### src/rtl/ram64_8_pkg.sv
// ============================================================================
// Module  : ram64_8_pkg
// Purpose : Shared widths for the 64x8 RAM and its 8x8 banks.
// Rev     : 1.0 - initial release
// ============================================================================
`default_nettype none

package ram64_8_pkg;
  // Data and address bus width of the CPU datapath
  localparam int WORDSIZE  = 8;
  // Address bits decoded by the 64-word RAM
  localparam int RAM64_AW  = 6;
  // Address bits decoded inside one 8-word bank
  localparam int RAM8_AW   = 3;
  // Address bits used to pick a bank
  localparam int BANK_AW   = RAM64_AW - RAM8_AW;
  localparam int BANK_WORDS = 1 << RAM8_AW;
endpackage : ram64_8_pkg

`default_nettype wire

### src/rtl/ram64_8_ram8_8.sv
// ============================================================================
// Module  : ram8_8
// Purpose : 8-word x 8-bit bank. Synchronous write, combinational read,
//           asynchronous active-low clear of every word.
// Rev     : 1.0 - initial release
// ============================================================================
`default_nettype none

module ram8_8
  import ram64_8_pkg::*;
(
  input  logic                clk,
  input  logic                clr_n,
  input  logic [WORDSIZE-1:0] data_in,
  input  logic [RAM8_AW-1:0]  addr,
  input  logic                write_en,
  output logic [WORDSIZE-1:0] data_out
);

  logic [WORDSIZE-1:0] mem_q [BANK_WORDS];

  // Word storage: cleared while clr_n is low, otherwise one word per enabled edge
  always_ff @(posedge clk or negedge clr_n) begin
    if (!clr_n) begin
      for (int i = 0; i < BANK_WORDS; i++) begin
        mem_q[i] <= '0;
      end
    end else if (write_en) begin
      mem_q[addr] <= data_in;
    end
  end

  // Zero-latency read of the addressed word, no write bypass
  assign data_out = mem_q[addr];

endmodule : ram8_8

`default_nettype wire

### src/rtl/ram64_8.sv
// ============================================================================
// Module  : ram64_8
// Purpose : 64-word x 8-bit RAM built from eight ram8_8 banks. addr[5:3]
//           selects the bank, addr[2:0] the word; addr[7:6] alias.
// Rev     : 1.0 - initial release
// ============================================================================
`default_nettype none

module ram64_8
  import ram64_8_pkg::*;
#(
  parameter int WORDSIZE_P = WORDSIZE,
  parameter int DEPTH      = 64
) (
  input  logic                  clk,
  input  logic                  clr_n,
  input  logic [WORDSIZE_P-1:0] data_in,
  input  logic [WORDSIZE_P-1:0] addr,
  input  logic                  write_en,
  output logic [WORDSIZE_P-1:0] data_out
);

  localparam int NUM_BANKS = DEPTH / BANK_WORDS;

  logic [BANK_AW-1:0]    bank_sel;
  logic [RAM8_AW-1:0]    word_sel;
  logic [NUM_BANKS-1:0]  bank_we;
  logic [WORDSIZE-1:0]   bank_out [NUM_BANKS];
  logic                  unused_addr_hi;

  assign word_sel = addr[RAM8_AW-1:0];
  assign bank_sel = addr[RAM64_AW-1:RAM8_AW];
  // Upper address bits are deliberately ignored so addresses wrap every 64 words
  assign unused_addr_hi = ^addr[WORDSIZE_P-1:RAM64_AW];

  generate
    for (genvar b = 0; b < NUM_BANKS; b++) begin : g_bank
      // One-hot bank write enable
      assign bank_we[b] = write_en & (bank_sel == BANK_AW'(b));

      ram8_8 u_bank (
        .clk      (clk),
        .clr_n    (clr_n),
        .data_in  (data_in),
        .addr     (word_sel),
        .write_en (bank_we[b]),
        .data_out (bank_out[b])
      );
    end
  endgenerate

  // 8:1 output mux of the bank read ports
  assign data_out = bank_out[bank_sel];

endmodule : ram64_8

`default_nettype wire

### config.mk
export PLATFORM = sky130hd
export DESIGN_NAME = ram64_8
export DESIGN_NICKNAME = d
export VERILOG_FILES = /design/src/rtl/ram64_8_pkg.sv /design/src/rtl/ram64_8_ram8_8.sv /design/src/rtl/ram64_8.sv
export SDC_FILE = /design/constraint.sdc
export NUM_CORES = 1
export LEC_CHECK = 0
export ABC_AREA = 0
export CORE_UTILIZATION = 41
export CTS_CLUSTER_DIAMETER = 40
export CTS_CLUSTER_SIZE = 24
export DETAILED_ROUTE_END_ITERATION = 6
export GPL_ROUTABILITY_DRIVEN = 0
export PLACE_DENSITY = 0.59
export SYNTH_ARGS = -nofsm -noshare
export SYNTH_HDL_FRONTEND = slang
export SYNTH_HIERARCHICAL = 1
export SYNTH_SLANG_ARGS = --single-unit
export TNS_END_PERCENT = 1
### constraint.sdc
create_clock -name clk -period 5.3 [get_ports clk]
set_input_delay 1.06 -clock clk [delete_from_list [all_inputs] [get_ports clk]]
set_output_delay 1.06 -clock clk [all_outputs]
set_load 0.02 [all_outputs]
==> summary.md, run 1 <==
| Metric | Value |
|---|---|
| Status | finished with violations |
| Failing checks | DRC |
| Post-Syn Nets | approximately 1800 |
| CP peak stage delay | about 0.60 ns |
| Max reg flops | roughly 510 |
| P_sw | roughly 2.9 mW |
| Slew at the pin closest to its max-slew limit | between 1 and 1.5 ns |
| Netlist cell types | 34 |
| DIE AREA | roughly 0.06 mm^2 |
| Largest reg by FF count | g_bank.u_bank/mem_q |
| Switching Fraction | between 20 and 30% |
| Height of the chip | around 250 um |
| Mux contribution to synthesized area | about a third |
| Iter 0 DRT Violations | roughly 1000 |
| Main combinational cell family by area after synthesis | multiplexers |
| DRT antenna net count | 0 |
| Combinational power share | 12.5% |
| Area leader, netlist | dfrtp_1 |
| Leak pwr | 13.3 nW |
| Clock Pin Slew Worst Setup and Hold Paths | approximately 0.05 ns |
| Clock latency on the worst-skew pair | 0.61 ns |
| Clock tree from TritonCTS | built |
| Via count | roughly 15000 |
| FMAX | 0.193 GHz |
| Clock share of power | 46.8% |
| Final setup margin | around 0.11 ns |
| Data required, critical path | roughly 4.2 ns |
| Rows | 89 |
| GRT Util Overall | around 21% |
| Hold Path Depth | 1 |
| Cell-internal power | roughly 8.6 mW |
| Sequential share of power | about two fifths |
| Area Growth Syn to Fin | 16.6% |
| Total CTS buffers | 79 |
| Final wirelength | between 60 and 70 mm |
| Final Hold Viols | 0 |
| Sequential-to-total area share from yosys stat | slightly above 50% |
| Period minus WS final | ~5.2 ns |
| Gr ovfl total | 0 |
| Finish-stage setup viols | 0 |
| Reg2reg start | g_bank[1].u_bank/mem_q[44] |
| Pre-Repair DR Iteration Count | 7 |
| Hold Crit Class | flip-flop to flip-flop |
| CP Class | primary input to output port |
| DR DRC count | 4 |
| H-tree level count | 3 |
| Cells along the critical path | buf_6, buf_12, nor2b_1, a221oi_1, o21ai_0, mux2_2, o22ai_1, a211oi_1, buf_4, clkdlybuf4s50_1 |
| Post_cts resized | 0 |
| Share of layout cells above drive strength 1 | between 50% and 60% |
| Root Driver | clkbuf_16 |
| Yosys warns | 6 |
| Min-delay src | g_bank[7].u_bank/mem_q[44] |
| Synth area leaders | dfrtp_1, mux2_2, a22oi_1 |
| Vias per inst | between 5 and 6 |
| Post-route clock period utilization | between 90% and 100% |
| I/O pins | 27 |
| R2R Setup Slk | 4.51 ns |
| Post-Syn Area | 0.0247 mm^2 |
| Starting Density | 41.7% |
| Worst Skew | 0 ns |
| Initial antenna violation count | 4 |
| Setup Fix Bufs, Post-CTS | 0 |
| Wirelength per Cell | 22.6 um |
| Max VDD drop | roughly 0.24 mV |
| CP max stage cell | clkdlybuf4s50_1 |
| Sink Count | ~500 |
| Vias in the first global route | 16400 |
| Hold Buf Count CTS | 0 |
| Commonest non-fill, non-tap cell in the layout | mux2_2 |
| RSZ-0062 raised after global routing | no |
| Cell Pwr Density | 399 mW/mm^2 |
| Crit. End Element | output port |
| Syn Area/Cell | 13.9 um^2 |
| Worst path arrival time | 4.13 ns |
| CP Launch Type | primary input |
| FILL cells | approximately 5100 |
| Max FO, Critical Path | 34 |
| First-pass GRT wire length | roughly 97 mm |
| Cell count after synthesis | 1776 |
| Die W | 248 um |
| Synth Area in Simple Gates | 6.27% |
| Adder-cell area share of the yosys netlist | 0% |
| Top cell type's share of synthesized area | around 52% |
| R2R Path End | g_bank[1].u_bank/mem_q[44] |
| Largest net degree at the start of global routing | approximately 120 |
| Synthesis-stage register bit count | just over 500 |
| Most frequent cells in the layout | mux2_2, dfrtp_1, a22oi_1, clkbuf_16, buf_4 |
| Worst Hold Endpoint | g_bank[7].u_bank/mem_q[44] |
| Xor and xnor area share after synthesis | 0% |
| Dpl hpwl | about 38 mm |
| Synth Area in Compound Gates | ~6.2% |
| CTS max path bufs | 3 |
| MaxCap Viol Count | 0 |
| Family with the most delay on the worst path | buffers and inverters |
| Top flop regs | g_bank.u_bank/mem_q: 512 flops |
| Final Max Slew Viols | 0 |
| NumNets Final | around 1900 |
| Max-slew headroom | a little under a third |
| Port bufs | 24 |
| Core area | between 0.05 and 0.06 mm^2 |
| Place WS | 0.159 ns |
| Critical path buffers and inverters | 4 |
| Setup TNS | 0 ns |
| FF-to-FF path depth | 1 |
## cell families (layout without fill, tap and decap cells)
group | Yosys count | count (layout)
other cells | 0 | 1
mux | 716 | 716
flops | 512 | 512
buf+inv | 113 | 259
compound gates | 203 | 203
simple gates | 232 | 232
## how the worst max path moves through the flow
| stage | from | end | slack (ns) | depth (start not counted) |
|---|---|---|---|---|
| 2_1_floorplan | addr[0] | data_out[5] | 1.49 | 8 |
| 3_3_place_gp | addr[1] | data_out[1] | 0.13 | 10 |
| 3_5_place_dp | addr[1] | data_out[1] | 0.16 | 10 |
| 4_1_cts | addr[1] | data_out[1] | 0.07 | 10 |
| 5_1_grt | addr[1] | data_out[1] | 0.05 | 10 |
| 6_report | addr[1] | data_out[1] | 0.11 | 10 |
## synthesized netlist by cell type (all sizes together)
master	n
mux2	704
dfrtp	512
a22oi	112
buf	94
nand3	72
o211ai	48
nand2	37
nor2	35
nor3	27
nor2b	25
a221oi	18
inv	18
and3	16
nand2b	11
a32oi	8
and2	8
mux4	8
o21ai	8
mux2i	4
o22ai	3
o32ai	3
o2bb2ai	2
a211oi	1
clkbuf	1
or2	1
## metrics by stage
step	util (%)	cells	power (mW)	cell area, um^2	hold WS, ns
after floorplan	-	1776	5.63	24700	0.454
after global placement	43.9	2549	6.12	26000	0.465
after detailed placement	43.9	2549	6.19	26000	0.475
after CTS	48.6	2695	11.6	28800	0.486
after global routing	48.6	2695	12.0	28800	0.503
final	48.6	2696	11.5	28800	0.479
## area by class of cell
| class | instances | area [um^2] | area share (%) |
|---|---|---|---|
| clock inverter | 49 | 593 | 2.06 |
| multi-input combinational | 1151 | 11300 | 39.1 |
| clock buffer | 97 | 2200 | 7.62 |
| tap | 773 | 967 | 3.35 |
| sequential | 512 | 12800 | 44.4 |
| inverter | 18 | 67.6 | 0.234 |
| antenna | 1 | 2.50 | 0.00868 |
| timing repair buffer | 95 | 930 | 3.22 |
## layer usage
metal  track usage, %  share of wire [%]  vias up
li1                 -                  -     6873
met1             28.3                 47     8010
met2             32.8                 47      297
met3             4.33                4.4      101
met4             5.81                2.2        4
met5                0              0.038        -
## power by group through the flow
stage               registers [mW]  logic [mW]  clock network (mW)
floorplan                     4.66       0.972                   0
global placement              4.70        1.42                   0
detailed placement            4.74        1.45                   0
CTS                           4.67        1.46                5.49
global route                  4.74        1.56                5.68
finish                        4.67        1.44                5.38
(Power assumes the default switching activity.)
==> run 2: changes to the inputs <==
CORE_MARGIN = 2   (was not set)
clock period = 6.3 ns   (was 5.3 ns; I/O delays follow)
==> run 2 against run 1 <==
The run now ends clean. Largest cell class unchanged. Core utilization is 0.90 points lower. Final cell count is 0.33% lower. Routed wire length is 0.54% lower. Non-clock buffer count is 14 lower. Clock skew stayed put.
==> summary.md, run 2 (synthesis results as in run 1) <==
| Metric | Value |
|---|---|
| Ant. Diodes | 0 (-1) |
| Combinational power share | 12.4% (about the same) |
| Most frequent CP cell | buf_4 |
| Initial antenna violation count | 0 (-4) |
| Top flop regs | g_bank.u_bank/mem_q: 512 flops |
| Post-route clock period utilization | 91.5% |
| CP Launch Type | primary input |
| Rows | 90 (+1.1%) |
| Min-delay src | g_bank[6].u_bank/mem_q[44] |
| RSZ-0062 raised after global routing | no |
| Crit. End Element | output port |
| Setup Fix Bufs, Post-CTS | 0 (unchanged) |
| GRT Util Overall | 19.7% (-0.87 points) |
| NumNets Final | 1860 (-0.85%) |
| Share of layout cells above drive strength 1 | 50.1% (-0.75 points) |
| MaxCap Viol Count | 0 (unchanged) |
| First-pass GRT wire length | 95.7 mm (-1.3%) |
| Clock share of power | 47.0% (+0.2 points) |
| Max VDD drop | 0.230 mV (-2.3%) |
| DRT antenna net count | 0 (unchanged) |
| Iter 0 DRT Violations | 880 (-12%) |
| WHS | 0.487 ns (+0.00780 ns) |
| DIE AREA | 0.0623 mm^2 (+1.6%) |
| Status | finished, final reports clean |
| Slew at the pin closest to its max-slew limit | 1.01 ns (-0.0334 ns) |
| Max FO, Critical Path | 42 (+24%) |
| Height of the chip | 250 um (+0.81%) |
| Clock Pin Slew Worst Setup and Hold Paths | 0.05 ns (about the same) |
| CP Class | primary input to output port |
| Sequential share of power | 40.6% (about the same) |
| Root Driver | clkbuf_16 |
| R2R Setup Slk | 5.48 ns (+0.97 ns) |
| Leak pwr | 13.2 nW (-0.78%) |
| Reg2reg start | g_bank[7].u_bank/mem_q[44] |
| Cell-internal power | 7.33 mW (-15%) |
| Period minus WS final | around 5.8 ns |
| H-tree level count | 3 (unchanged) |
| Wirelength per Cell | 22.6 um (-0.21%) |
| Commonest non-fill, non-tap cell in the layout | mux2_2 |
| CTS max path bufs | 3 (unchanged) |
| Hold Buf Count CTS | 0 (unchanged) |
| Switching Fraction | 24.3% (-0.82 points) |
| Clock tree from TritonCTS | built |
| Cells along the critical path | buf_4, buf_4, nor2b_1, a22oi_1, o211ai_1, mux2i_1, a221oi_1, clkdlybuf4s50_1 |
| Core area | 0.0600 mm^2 (+1.1%) |
| Sink Count | 512 (unchanged) |
| Hold Crit Class | flip-flop to flip-flop |
| Largest reg by FF count | g_bank.u_bank/mem_q |
| Setup TNS | 0 ns (unchanged) |
| P_sw | 2.35 mW (-19%) |
| Port bufs | 24 (unchanged) |
| CP peak stage delay | 0.73 ns (+0.13 ns) |
| Post_cts resized | 0 (unchanged) |
| Placed cells | 2544 (-0.20%) |
| Finish-stage setup viols | 0 (unchanged) |
| Data required, critical path | 5.04 ns (+0.80 ns) |
| Final Max Slew Viols | 0 (unchanged) |
| I/O pins | 27 (unchanged) |
| FF-to-FF path depth | 1 (unchanged) |
| Total CTS buffers | 77 (-2.5%) |
| Final Hold Viols | 0 (unchanged) |
| Max reg flops | 512 (unchanged) |
| DR DRC count | 0 (-4) |
| Clock latency on the worst-skew pair | 0.60 ns (about the same) |
| Die W | 250 um (+0.81%) |
| Final wirelength | 60.6 mm (-0.54%) |
| Area Growth Syn to Fin | 15.7% |
| Cell Pwr Density | 338 mW/mm^2 (-15%) |
| Vias per inst | 5.64 (-0.45%) |
| Worst Skew | 0 ns (unchanged) |
| Pre-Repair DR Iteration Count | 5 (-2) |
| CP max stage cell | clkdlybuf4s50_1 |
| Vias in the first global route | 16200 (-1.7%) |
| Largest net degree at the start of global routing | 125 (+3.3%) |
| Hold Path Depth | 1 (unchanged) |
| Via count | 15200 (-0.79%) |
| Starting Density | 41.2% (-0.46 points) |
| Finished Layout Cells | 2687 (-0.33%) |
| Dpl hpwl | 36.5 mm (-4.1%) |
| Worst path arrival time | 4.50 ns (+0.37 ns) |
| Critical path buffers and inverters | 3 (-1) |
| Worst Hold Endpoint | g_bank[6].u_bank/mem_q[44] |
| Most frequent cells in the layout | mux2_2, dfrtp_1, a22oi_1, clkbuf_16, buf_4 |
| Gr ovfl total | 0 (unchanged) |
| Family with the most delay on the worst path | buffers and inverters |
| R2R Path End | g_bank[7].u_bank/mem_q[44] |
| FMAX | between 0.15 and 0.2 GHz |
| Max-slew headroom | 32.6% (+2.2 points) |
-- run 2: area by class of cell --
| class | count | area (um^2) |
|---|---|---|
| fill | 5294 | 31400 |
| sequential | 512 | 12800 |
| multi-input combinational | 1151 | 11300 |
| clock buffer | 100 | 2180 |
| tap | 782 | 978 |
| timing repair buffer | 81 | 721 |
| clock inverter | 43 | 601 |
| inverter | 18 | 67.6 |
-- run 2: worst max-delay path by stage --
stage / cells past startpoint / endpoint / startpoint
final: 8 / data_out[7] / addr[2]
after global routing: 8 / data_out[7] / addr[2]
after CTS: 8 / data_out[7] / addr[2]
after detailed placement: 8 / data_out[7] / addr[2]
after global placement: 8 / data_out[7] / addr[2]
after floorplan: 8 / data_out[5] / addr[0]
-- run 2: layer usage --
| metal | part of all wire (%) | routed length (um) | up-vias | global-route usage (%) |
|---|---|---|---|---|
| met5 | 0 | 0 | - | 0 |
| met3 | 3.5 | 2130 | 106 | 3.56 |
| met2 | 47 | 28600 | 258 | 31.4 |
| met4 | 2.6 | 1600 | 0 | 6.33 |
| met1 | 47 | 28300 | 7995 | 27.4 |
| li1 | - | - | 6806 | - |
-- run 2: stage by stage --
step	total power [mW]	utilization (%)	cell area [um^2]	setup WS (ns)
after floorplan	4.74	-	24700	2.09
after global placement	5.13	43.1	25800	0.531
after detailed placement	5.19	43.1	25800	0.508
after CTS	9.79	47.7	28600	0.502
after global routing	10.1	47.7	28600	0.426
final	9.68	47.7	28600	0.538
-- run 2: power groups by stage --
stage          logic (mW)  registers (mW)  clock network (mW)
5_1_grt              1.29            3.99                4.81
4_1_cts              1.21            3.93                4.66
3_5_place_dp         1.20            3.98                   0
2_1_floorplan       0.818            3.92                   0
3_3_place_gp         1.17            3.95                   0
6_report             1.20            3.93                4.55
==> run 3: changes to the inputs <==
CTS_CLUSTER_DIAMETER = 120   (was 40)
==> run 3 against run 2 <==
Clock skew stayed put. Core utilization down 3.5 points. Via count shrank 2.7%. Final cell count shrank 4.3%. Routed wire length fell by 2.6%. Setup slack got worse by 0.051 ns. Non-clock buffer count is the same. Global-route usage fell by 0.77 points.
==> summary.md, run 3 (synthesis results as in run 1) <==
| Metric | Value |
|---|---|
| Core area | 0.0600 mm^2 (unchanged) |
| H-tree level count | 1 (-2) |
| Cell Pwr Density | 260 mW/mm^2 (-23%) |
| Crit. End Element | output port |
| CP Launch Type | primary input |
| Largest net degree at the start of global routing | 125 (unchanged) |
| Finish-stage setup viols | 0 (unchanged) |
| Storage cell area | 0.0128 mm^2 (unchanged) |
| Clock tree from TritonCTS | built |
| Clock latency on the worst-skew pair | 0.60 ns (about the same) |
| Ant. Diodes | 0 (unchanged) |
| Sink Count | 512 (unchanged) |
| MaxCap Viol Count | 0 (unchanged) |
| DIE AREA | 0.0623 mm^2 (unchanged) |
| CTS max path bufs | 3 (unchanged) |
| Commonest non-fill, non-tap cell in the layout | mux2_2 |
| Root Driver | clkbuf_16 |
| Max-slew headroom | 31.9% (-0.76 points) |
| Max FO, Critical Path | 42 (unchanged) |
| FMAX | 0.172 GHz (-0.87%) |
| Area Growth Syn to Fin | 7.16% |
| DR DRC count | 0 (unchanged) |
| R2R Setup Slk | 5.50 ns (+0.02 ns) |
| GRT Util Overall | 19.0% (-0.77 points) |
| Height of the chip | 250 um (unchanged) |
| Gr ovfl total | 0 (unchanged) |
| Most frequent cells in the layout | mux2_2, dfrtp_1, a22oi_1, buf_4, o211ai_1 |
| Max VDD drop | 0.212 mV (-7.7%) |
| Data required, critical path | 5.04 ns (about the same) |
| Iter 0 DRT Violations | 824 (-6.4%) |
| Hold Buf Count CTS | 0 (unchanged) |
| WHS | 0.496 ns (+0.00881 ns) |
| Vias in the first global route | 15600 (-3.4%) |
| Hold Crit Class | flip-flop to flip-flop |
| Status | finished, final reports clean |
| First-pass GRT wire length | 93.0 mm (-2.8%) |
| Final Hold Viols | 0 (unchanged) |
| FILL cells | 5480 (+3.5%) |
| Worst path arrival time | 4.55 ns (+0.05 ns) |
| Period minus WS final | 5.81 ns (+0.0508 ns) |
| Leak pwr | 12.1 nW (-7.9%) |
| Largest reg by FF count | g_bank.u_bank/mem_q |
| Place WS | 0.508 ns (unchanged) |
| Port bufs | 24 (unchanged) |
| Top flop regs | g_bank.u_bank/mem_q: 512 flops |
| Final Max Slew Viols | 0 (unchanged) |
| Die W | 250 um (unchanged) |
| Worst Skew | 0 ns (unchanged) |
| DRT antenna net count | 0 (unchanged) |
| Initial antenna violation count | 1 (+1) |
| Setup TNS | 0 ns (unchanged) |
| Final core occ | 44.2% (-3.5 points) |
| Rows | 90 (unchanged) |
| CP Class | primary input to output port |
| Area of the multi-input gates | 0.0113 mm^2 (unchanged) |
| Vias per inst | 5.74 (+1.7%) |
| Final wirelength | 59.1 mm (-2.6%) |
| Dpl hpwl | 36.5 mm (unchanged) |
| NumNets Final | 1808 (-2.8%) |
| I/O pins | 27 (unchanged) |
| Final setup margin | 0.487 ns (-0.0508 ns) |
| Pre-Repair DR Iteration Count | 5 (unchanged) |
| Max reg flops | 512 (unchanged) |
| Post_cts resized | 0 (unchanged) |
| Wirelength per Cell | 23.0 um (+1.8%) |
| Starting Density | 41.2% (unchanged) |
| Setup Fix Bufs, Post-CTS | 0 (unchanged) |
| Slew at the pin closest to its max-slew limit | 1.02 ns (+0.0114 ns) |
| Total CTS buffers | 25 (-68%) |
| RSZ-0062 raised after global routing | no |
| Clock Pin Slew Worst Setup and Hold Paths | 0.09 ns (+0.04 ns) |
| Share of layout cells above drive strength 1 | 47.5% (-2.7 points) |
| Post-route clock period utilization | 92.3% (+0.81 points) |
| Via count | 14800 (-2.7%) |
==> run 3: cell types whose count changed in the layout (fill, tap and decap cells not counted), moves of 6 or more <==
cell	change
bufinv_16	-13
inv_6	-6
clkbuf_1	-10
clkinv_2	-15
clkbuf_16	-55
clkbuf_8	-10
==> run 3: worst max-delay path, stage by stage <==
cell and delay [ns]:
buf_4 0.55, buf_4 0.31, nor2b_1 0.48, a22oi_1 0.21, o211ai_1 0.15, mux2i_1 0.19
a221oi_1 0.60, clkdlybuf4s50_1 0.73
==> run 3: final timing paths <==
| check | start | cells after the start | end |
|---|---|---|---|
| min in group asynchronous | clr_n | 1 | g_bank[0].u_bank/mem_q[22] |
| worst max register to register | g_bank[7].u_bank/mem_q[44] | 1 | g_bank[7].u_bank/mem_q[44] |
| worst min register to register | g_bank[3].u_bank/mem_q[44] | 1 | g_bank[3].u_bank/mem_q[44] |
| max in group asynchronous | clr_n | 2 | g_bank[6].u_bank/mem_q[3] |
| worst max-delay path | addr[2] | 8 | data_out[7] |
| worst min-delay path | g_bank[3].u_bank/mem_q[44] | 1 | g_bank[3].u_bank/mem_q[44] |
==> run 3: report_power, final <==
| group | internal, mW | switching [mW] |
|---|---|---|
| registers | 3.72 | 0.201 |
| logic | 0.616 | 0.578 |
| clock network | 0.725 | 1.05 |
==> run 3: layout make-up <==
class,instances,share of cell area (%)
inverters,18,0.255
multi-input cells,1151,42.5
clock inverters,2,0.137
repair buffers,81,2.72
clock buffers,25,2.36
flip-flops and latches,512,48.3
well taps,782,3.69
==> run 3: through the flow <==
stage | total power, mW | cell area, um^2 | cells
floorplan | 4.74 | 24700 | 1776
global route | 7.22 | 26500 | 2571
finish | 6.88 | 26500 | 2571
detailed placement | 5.19 | 25800 | 2544
CTS | 6.97 | 26500 | 2571
global placement | 5.13 | 25800 | 2544
==> run 3: routing by layer <==
layer	part of all wire [%]	wire, um	track usage (%)	vias to the layer above
li1	-	-	-	6632
met1	48	28200	27.2	7838
met2	47	27700	30.9	219
met3	3.0	1750	2.09	67
met4	2.3	1370	4.42	2
met5	0.022	13	0	-
